**config.mk**
```make
export PLATFORM = sky130hd
export DESIGN_NAME = apb_slave_bridge
export DESIGN_NICKNAME = d
export VERILOG_FILES = /design/src/rtl/apb_slave_bridge.sv
export SDC_FILE = /design/constraint.sdc
export NUM_CORES = 1
export LEC_CHECK = 0
export ABC_CLOCK_PERIOD_IN_PS = 1980
export CAP_MARGIN = 20
export CORE_UTILIZATION = 38
export DETAILED_ROUTE_END_ITERATION = 16
export GPL_ROUTABILITY_DRIVEN = 0
export PLACE_DENSITY = 0.73
export SKIP_LAST_GASP = 1
export SLEW_MARGIN = 20
export SYNTH_ARGS = -nofsm -noshare
export SYNTH_HDL_FRONTEND = slang
export SYNTH_SLANG_ARGS = --single-unit
export TNS_END_PERCENT = 5
```
**constraint.sdc**
```tcl
create_clock -name apb_pclk_i -period 1.98 [get_ports apb_pclk_i]
set_input_delay 0.396 -clock apb_pclk_i [delete_from_list [all_inputs] [get_ports apb_pclk_i]]
set_output_delay 0.396 -clock apb_pclk_i [all_outputs]
set_load 0.05 [all_outputs]
```
**src/rtl/apb_slave_bridge.sv**
```systemverilog
// APB3/APB4 slave front-end: turns APB transfers into a req/ack register-bus access
// with byte enables, address range/alignment checking and a response timeout.
module apb_slave_bridge #(
    parameter int unsigned ADDR_W  = 12,
    parameter int unsigned DATA_W  = 32,
    parameter int unsigned ADDR_LO = 32'h0000_0000,
    parameter int unsigned ADDR_HI = 32'h0000_0FFC,
    parameter int unsigned TIMEOUT = 16,
    localparam int unsigned STRB_W = DATA_W / 8
) (
    input  logic              apb_pclk_i,
    input  logic              apb_presetn_i,
    input  logic [ADDR_W-1:0] apb_paddr_i,
    input  logic              apb_psel_i,
    input  logic              apb_penable_i,
    input  logic              apb_pwrite_i,
    input  logic [DATA_W-1:0] apb_pwdata_i,
    input  logic [STRB_W-1:0] apb_pstrb_i,
    output logic              apb_pready_o,
    output logic [DATA_W-1:0] apb_prdata_o,
    output logic              apb_pslverr_o,
    output logic              reg_req_o,
    output logic              reg_we_o,
    output logic [ADDR_W-1:0] reg_addr_o,
    output logic [DATA_W-1:0] reg_wdata_o,
    output logic [STRB_W-1:0] reg_be_o,
    input  logic [DATA_W-1:0] reg_rdata_i,
    input  logic              reg_ack_i,
    input  logic              reg_err_i,
    output logic              reg_rd_done_o
);

    localparam int unsigned CNT_W = (TIMEOUT > 32'd1) ? $clog2(TIMEOUT) : 1;
    localparam logic [ADDR_W-1:0] LO_C       = ADDR_W'(ADDR_LO);
    localparam logic [ADDR_W-1:0] HI_C       = ADDR_W'(ADDR_HI);
    localparam logic [ADDR_W-1:0] ALIGN_MASK = ADDR_W'(STRB_W - 1);

    typedef enum logic [1:0] {
        ST_IDLE = 2'd0,
        ST_REQ  = 2'd1,
        ST_RESP = 2'd2
    } state_t;

    state_t             state_r;
    logic [CNT_W-1:0]   cnt_r;
    logic               pready_r;
    logic               pslverr_r;
    logic [DATA_W-1:0]  prdata_r;
    logic               req_r;
    logic               we_r;
    logic [ADDR_W-1:0]  addr_r;
    logic [DATA_W-1:0]  wdata_r;
    logic [STRB_W-1:0]  be_r;
    logic               rd_done_r;
    logic               timeout_hit_s;

    // Range checks use an extended subtraction so a zero lower bound does not fold to a constant compare.
    function automatic logic addr_ok(input logic [ADDR_W-1:0] addr);
        logic [ADDR_W:0] lo_diff;
        logic [ADDR_W:0] hi_diff;
        lo_diff = {1'b0, addr} - {1'b0, LO_C};
        hi_diff = {1'b0, HI_C} - {1'b0, addr};
        addr_ok = !lo_diff[ADDR_W] && !hi_diff[ADDR_W] &&
                  ((addr & ALIGN_MASK) == {ADDR_W{1'b0}});
    endfunction

    // Counter holds the number of REQ cycles already elapsed, so the last allowed cycle is TIMEOUT-1.
    assign timeout_hit_s = (TIMEOUT != 32'd0) && (cnt_r == CNT_W'(TIMEOUT - 32'd1));

    // Transfer FSM with all outputs registered.
    always_ff @(posedge apb_pclk_i or negedge apb_presetn_i) begin
        if (!apb_presetn_i) begin
            state_r   <= ST_IDLE;
            cnt_r     <= {CNT_W{1'b0}};
            pready_r  <= 1'b0;
            pslverr_r <= 1'b0;
            prdata_r  <= {DATA_W{1'b0}};
            req_r     <= 1'b0;
            we_r      <= 1'b0;
            addr_r    <= {ADDR_W{1'b0}};
            wdata_r   <= {DATA_W{1'b0}};
            be_r      <= {STRB_W{1'b0}};
            rd_done_r <= 1'b0;
        end else begin
            rd_done_r <= 1'b0;
            case (state_r)
                ST_IDLE: begin
                    pready_r  <= 1'b0;
                    pslverr_r <= 1'b0;
                    if (apb_psel_i && !apb_penable_i) begin
                        addr_r  <= apb_paddr_i;
                        wdata_r <= apb_pwdata_i;
                        we_r    <= apb_pwrite_i;
                        be_r    <= apb_pwrite_i ? apb_pstrb_i : {STRB_W{1'b1}};
                        cnt_r   <= {CNT_W{1'b0}};
                        if (addr_ok(apb_paddr_i)) begin
                            state_r <= ST_REQ;
                            req_r   <= 1'b1;
                        end else begin
                            state_r   <= ST_RESP;
                            pready_r  <= 1'b1;
                            pslverr_r <= 1'b1;
                            prdata_r  <= {DATA_W{1'b0}};
                        end
                    end
                end
                ST_REQ: begin
                    cnt_r <= cnt_r + CNT_W'(1);
                    if (reg_ack_i) begin
                        state_r   <= ST_RESP;
                        req_r     <= 1'b0;
                        pready_r  <= 1'b1;
                        pslverr_r <= reg_err_i;
                        prdata_r  <= (!we_r && !reg_err_i) ? reg_rdata_i : {DATA_W{1'b0}};
                    end else if (timeout_hit_s) begin
                        state_r   <= ST_RESP;
                        req_r     <= 1'b0;
                        pready_r  <= 1'b1;
                        pslverr_r <= 1'b1;
                        prdata_r  <= {DATA_W{1'b0}};
                    end
                end
                ST_RESP: begin
                    if (apb_penable_i || !apb_psel_i) begin
                        state_r   <= ST_IDLE;
                        pready_r  <= 1'b0;
                        pslverr_r <= 1'b0;
                        rd_done_r <= !we_r && !pslverr_r;
                    end
                end
                default: begin
                    state_r   <= ST_IDLE;
                    req_r     <= 1'b0;
                    pready_r  <= 1'b0;
                    pslverr_r <= 1'b0;
                end
            endcase
        end
    end

    assign apb_pready_o  = pready_r;
    assign apb_pslverr_o = pslverr_r;
    assign apb_prdata_o  = prdata_r;
    assign reg_req_o     = req_r;
    assign reg_we_o      = we_r;
    assign reg_addr_o    = addr_r;
    assign reg_wdata_o   = wdata_r;
    assign reg_be_o      = be_r;
    assign reg_rd_done_o = rd_done_r;

endmodule
```
* Word-level counts from Yosys, hierarchy flattened
Cells that the tools add are included.
Word-level totals: logic and storage cells 72, register bits after elaboration 91, RAM bits 0, bits in latches 0, ROM bits 0, memories kept 0, input port bits 87
Operators by class: mux-type cells 30, reductions and logical operators 20, equal/unequal tests 8, multiply operators 0, divide/modulo/power cells 0, bitwise operators 1, $add $sub $neg 2, shift operators 0, magnitude comparators 0
Operators with widths (number):
- $mux 32 | 5
- $pmux 32 s2 | 1
- $sub 12x12->13 const A | 1
- $logic_not 12->1 | 1
- $mux 1 | 12
- $mux 2 | 5
- $pmux 1 s3 | 3
- $mux 4 | 2
- $ne 2x2->1 const B | 4
- $pmux 4 s2 | 1
- $reduce_and 4->1 | 2
- $logic_not 1->1 | 6
- $pmux 2 s3 | 1
- $reduce_and 2->1 | 3
- $add 4x1->4 const B | 1
- $eq 4x4->1 const B | 1
- $logic_and 1x1->1 | 4
- $ne 3x3->1 const B | 1
- $reduce_and 3->1 | 1
- $eq 2x1->1 const B | 1
- $eq 2x2->1 const B | 1
- $logic_not 2->1 | 1
- $reduce_bool 2->1 | 1
- $logic_or 1x1->1 | 1
- $not 1->1 | 1

* Longest topological paths before layout
word-level depth 6, gate-level depth with buffers 6, depth with buffers taken out 4

* Least setup slack after synthesis
No wires, ideal clock.
kind reg2reg, start reg state_r[1], end reg addr_r[0] (netlist: reg_addr_o[0]), cell stages (with the launch flop) 6, slack 442 ps, data arrival time 1410 ps, setup time 128 ps, data required time 1852 ps, period minus slack after synthesis 1538 ps, path buffers 3, cell sequence dfrtp_1 > buf_6 > nor4b_2 > buf_4 > buf_6 > mux2_1
On the way: cells in the longest elaborated chain, start to end 2
RTL lines:
- start: declaration | RTL line 44 | state_t state_r;
- start signal: assignment | RTL line 73 | state_r <= ST_IDLE;
- start signal: assignment | RTL line 97 | state_r <= ST_REQ;
- start signal: assignment | RTL line 100 | state_r <= ST_RESP;
- $logic_not 2->1 | RTL line 86 | case (state_r)
- $reduce_and 2->1 (no source line)
- end signal: assignment | RTL line 80 | addr_r <= {ADDR_W{1'b0}};
- end signal: assignment | RTL line 91 | addr_r <= apb_paddr_i;
- end: declaration | RTL line 51 | logic [ADDR_W-1:0] addr_r;
No other way between the ends. A chain may end at the register's enable or synchronous reset.

* Worst setup path after layout
start reg prdata_r[16] (netlist: apb_prdata_o[16]), end out apb_prdata_o[16]
RTL lines:
- start: declaration | RTL line 48 | logic [DATA_W-1:0] prdata_r;
- start signal: assignment | RTL line 77 | prdata_r <= {DATA_W{1'b0}};
- start signal: assignment | RTL line 103 | prdata_r <= {DATA_W{1'b0}};
- start signal: assignment | RTL line 114 | prdata_r <= (!we_r && !reg_err_i) ? reg_rdata_i : {DATA_W{1'b0}};
- end: declaration | RTL line 20 | output logic [DATA_W-1:0] apb_prdata_o,
No word-level cell between the ends.

==> results.txt <==
first-pass GRT wire length -> 18.3 mm
Worst Reg-to-Reg Cells -> 5
crit end category -> output port
Initial Util -> 39.3%
first drt pass iteration count -> 4
clk_skew -> 11.4 ps
diode count -> 0
share of cells above drive strength 1 -> 10.5%
max_slew headroom -> 64.4%
Worst-Margin Slew -> 534 ps
WHS -> 488 ps
CTS tree -> done
fin crit period -> 1970 ps
Post-DRT Antenna Nets -> 0
clock buffer depth -> 2
CTS Sinks -> 91
adder-cell share of the synthesized area -> 0.307%
Skew-Pair Late Insertion Delay -> 360 ps
Leakage -> 2.51 nW
sum of buffers and inverters on the critical path -> 1
Post-Synth Simple-Gate Area -> 10.1%
largest net degree at the start of global routing -> 38
CP max FO -> 3
Std-Cell Rows -> 37
cells along the critical path -> clkdlybuf4s50_1
crit-path max cell delay -> 820 ps
cell family with most CP delay -> buffers and inverters
reg2reg start -> state_r[0]
Reg-to-Reg End -> apb_prdata_o[23]
Post-Syn Nets -> 435
CTS buffer count -> 9
DRT Wirelength -> 11.4 mm
synth-to-layout area growth -> 50.6%
mux cell area share after synthesis -> 12.7%
hold endpoint -> reg_wdata_o[0]
commonest non-fill, non-tap cell in the layout -> clkdlybuf4s50_1
compound-gate portion of the synthesized area -> 12.9%
main combinational cell family by area after synthesis -> compound AO/OA/AOI/OAI gates
Final Cycle Share -> 99.4%
core area -> 10,400 sq um
via count -> 3,422
Max Cap Viol -> 0
Initial DRC Count -> 93
synthesized area -> 4070 sq um
r2r setup slk -> 210 ps
crit path DAT -> 1570 ps
initial antenna violation count -> 0
Final Max Tran Viols -> 0
post-synthesis sequential area ratio -> 55.9%
Gate Count Post-Synth -> 347
DPL Wire Length -> 8.09 mm
worst endpoint required time -> 1580 ps
HP Start -> reg_wdata_o[0]
PwrDens -> 1340 nW/um^2
Synth Register Bits -> 91
Finish-stage setup viols -> 0
Worst path depth -> 1
Tightest Hold Check Type -> flop to flop
post-CTS setup buffer count -> 0
Max rail drop VDD -> 0.878 mV
commonest cells after routing, fill and taps aside -> clkdlybuf4s50_1, dfrtp_1, inv_1
Root Driver -> clkbuf_8
filler instances -> 890
DRC -> 0
Crit Path Class -> flop to output port
Tot GR Track Use -> 21.3%
grt total ovfl -> 0
io pins -> 172
Max Clock Freq -> 508 MHz
post-DR wirelength/cell -> 17.3 microns
final hold violation count -> 0
CP max-delay cell -> clkdlybuf4s50_1
number of I/O port buffers -> 171
YS warnings -> 0
Vias/cell -> 5.20
Die Area -> 11,100 sq um
hold depth -> 1
vias in the first global route -> 3,496
final core occ -> 59.1%
Distinct cells, synth -> 36
crit path launch type -> flop
RSZ-0062 raised after global routing -> true
Post-Synth XOR/XNOR Area -> 0%
Syn Area/Cell -> 11.7 sq um
clk slew on worst S/H paths -> 80 ps
NumNets Final -> 606
outcome -> completed
CTS H-Tree Depth -> 3
Die X -> 106 microns
die height -> 106 microns
state kept, by name (all words and copies together) (netlist names):
register,cells
apb_pslverr_o,1
reg_req_o,1
reg_we_o,1
cnt_r,4
apb_pready_o,1
reg_be_o,4
state_r,2
reg_rd_done_o,1
reg_addr_o,12
apb_prdata_o,32
reg_wdata_o,32
report_power, final:
group / total (W) / internal, W / switching [W]
Clock: 0.00115 / 0.000516 / 0.000637
Combinational: 0.00426 / 0.00152 / 0.00274
Sequential: 0.00279 / 0.00242 / 0.000375
cell type report:
cell class / count / area, sq um / area share [%]
clock buffers: 11 / 151 / 2.47
clock inverters: 4 / 26.3 / 0.428
inverters: 42 / 158 / 2.57
multi-input cells: 185 / 1490 / 24.3
flip-flops and latches: 91 / 2280 / 37.1
well taps: 136 / 170 / 2.77
repair buffers: 189 / 1860 / 30.3
metrics by stage:
step / total power, W / cells / setup TNS, ps / cell area (sq um) / worst slack, ps
after floorplan: 0.00550 / 347 / 0 / 4070 / 442
after global placement: 0.00703 / 642 / 0 / 5940 / 10.9
after detailed placement: 0.00711 / 642 / -397 / 5940 / -32.5
after CTS: 0.00828 / 658 / -24.3 / 6130 / -12.1
after global routing: 0.00860 / 658 / -755 / 6130 / -57.4
final: 0.00821 / 658 / 0 / 6130 / 11.9
logic make-up after synthesis:
| group | count (synthesis) |
|---|---|
| fa+ha+maj | 1 |
| flops | 91 |
| compound gates | 83 |
| buf+inv | 71 |
| mux | 46 |
| simple gates | 55 |
how the worst max path moves through the flow:
| stage | to | startpoint | slack [ps] |
|---|---|---|---|
| floorplan | reg_addr_o[0] | state_r[1] | 440 |
| global placement | apb_prdata_o[18] | apb_penable_i | 10 |
| detailed placement | reg_wdata_o[20] | apb_psel_i | -30 |
| CTS | apb_prdata_o[13] | apb_prdata_o[13] | -10 |
| global route | apb_prdata_o[16] | apb_prdata_o[16] | -60 |
| finish | apb_prdata_o[16] | apb_prdata_o[16] | 10 |
synthesized netlist by cell type:
library cell / n / share of area, %
nor4bb_1: 1 / 0.25
a2bb2oi_1: 2 / 0.43
ha_1: 1 / 0.31
clkbuf_1: 14 / 1.3
nand2_1: 4 / 0.37
a221o_1: 1 / 0.25
inv_1: 41 / 3.8
nor4_1: 1 / 0.15
nor3b_2: 1 / 0.31
nor3b_1: 1 / 0.18
nor2_1: 7 / 0.65
o2bb2ai_1: 2 / 0.43
a22o_1: 1 / 0.22
a21oi_1: 1 / 0.12
o21ai_1: 30 / 3.7
nand2b_1: 2 / 0.31
nor4b_1: 32 / 6.9
a221oi_4: 1 / 0.65
o22ai_1: 2 / 0.31
nor2b_1: 2 / 0.31
inv_2: 1 / 0.092
a31oi_1: 36 / 5.5
mux2_1: 39 / 11
mux2_2: 6 / 1.7
o21ai_0: 4 / 0.49
o311ai_0: 1 / 0.22
dfrtp_1: 91 / 56
buf_4: 5 / 0.92
a221oi_2: 1 / 0.37
buf_6: 5 / 1.4
nor3_1: 1 / 0.12
buf_2: 5 / 0.61
nand3_1: 2 / 0.25
nor4b_2: 1 / 0.37
mux2i_1: 1 / 0.25
a21o_1: 1 / 0.18
repair_timing:
| item | CTS | global route |
|---|---|---|
| resized for setup | 1 | 1 |
| setup endpoints to repair | 6 | 39 |
| hold buffers | 1 | 0 |
| hold endpoints to repair | 29 | 0 |
per-layer routing:
| metal | part of all wire [%] | vias up | track usage, % |
|---|---|---|---|
| met5 | 0 | - | 0 |
| met4 | 1.5 | 0 | 7.14 |
| met3 | 7.1 | 13 | 4.76 |
| met2 | 48 | 150 | 35.8 |
| met1 | 43 | 1679 | 27.1 |
| li1 | - | 1580 | - |
Power figures use the tool's default switching activity.
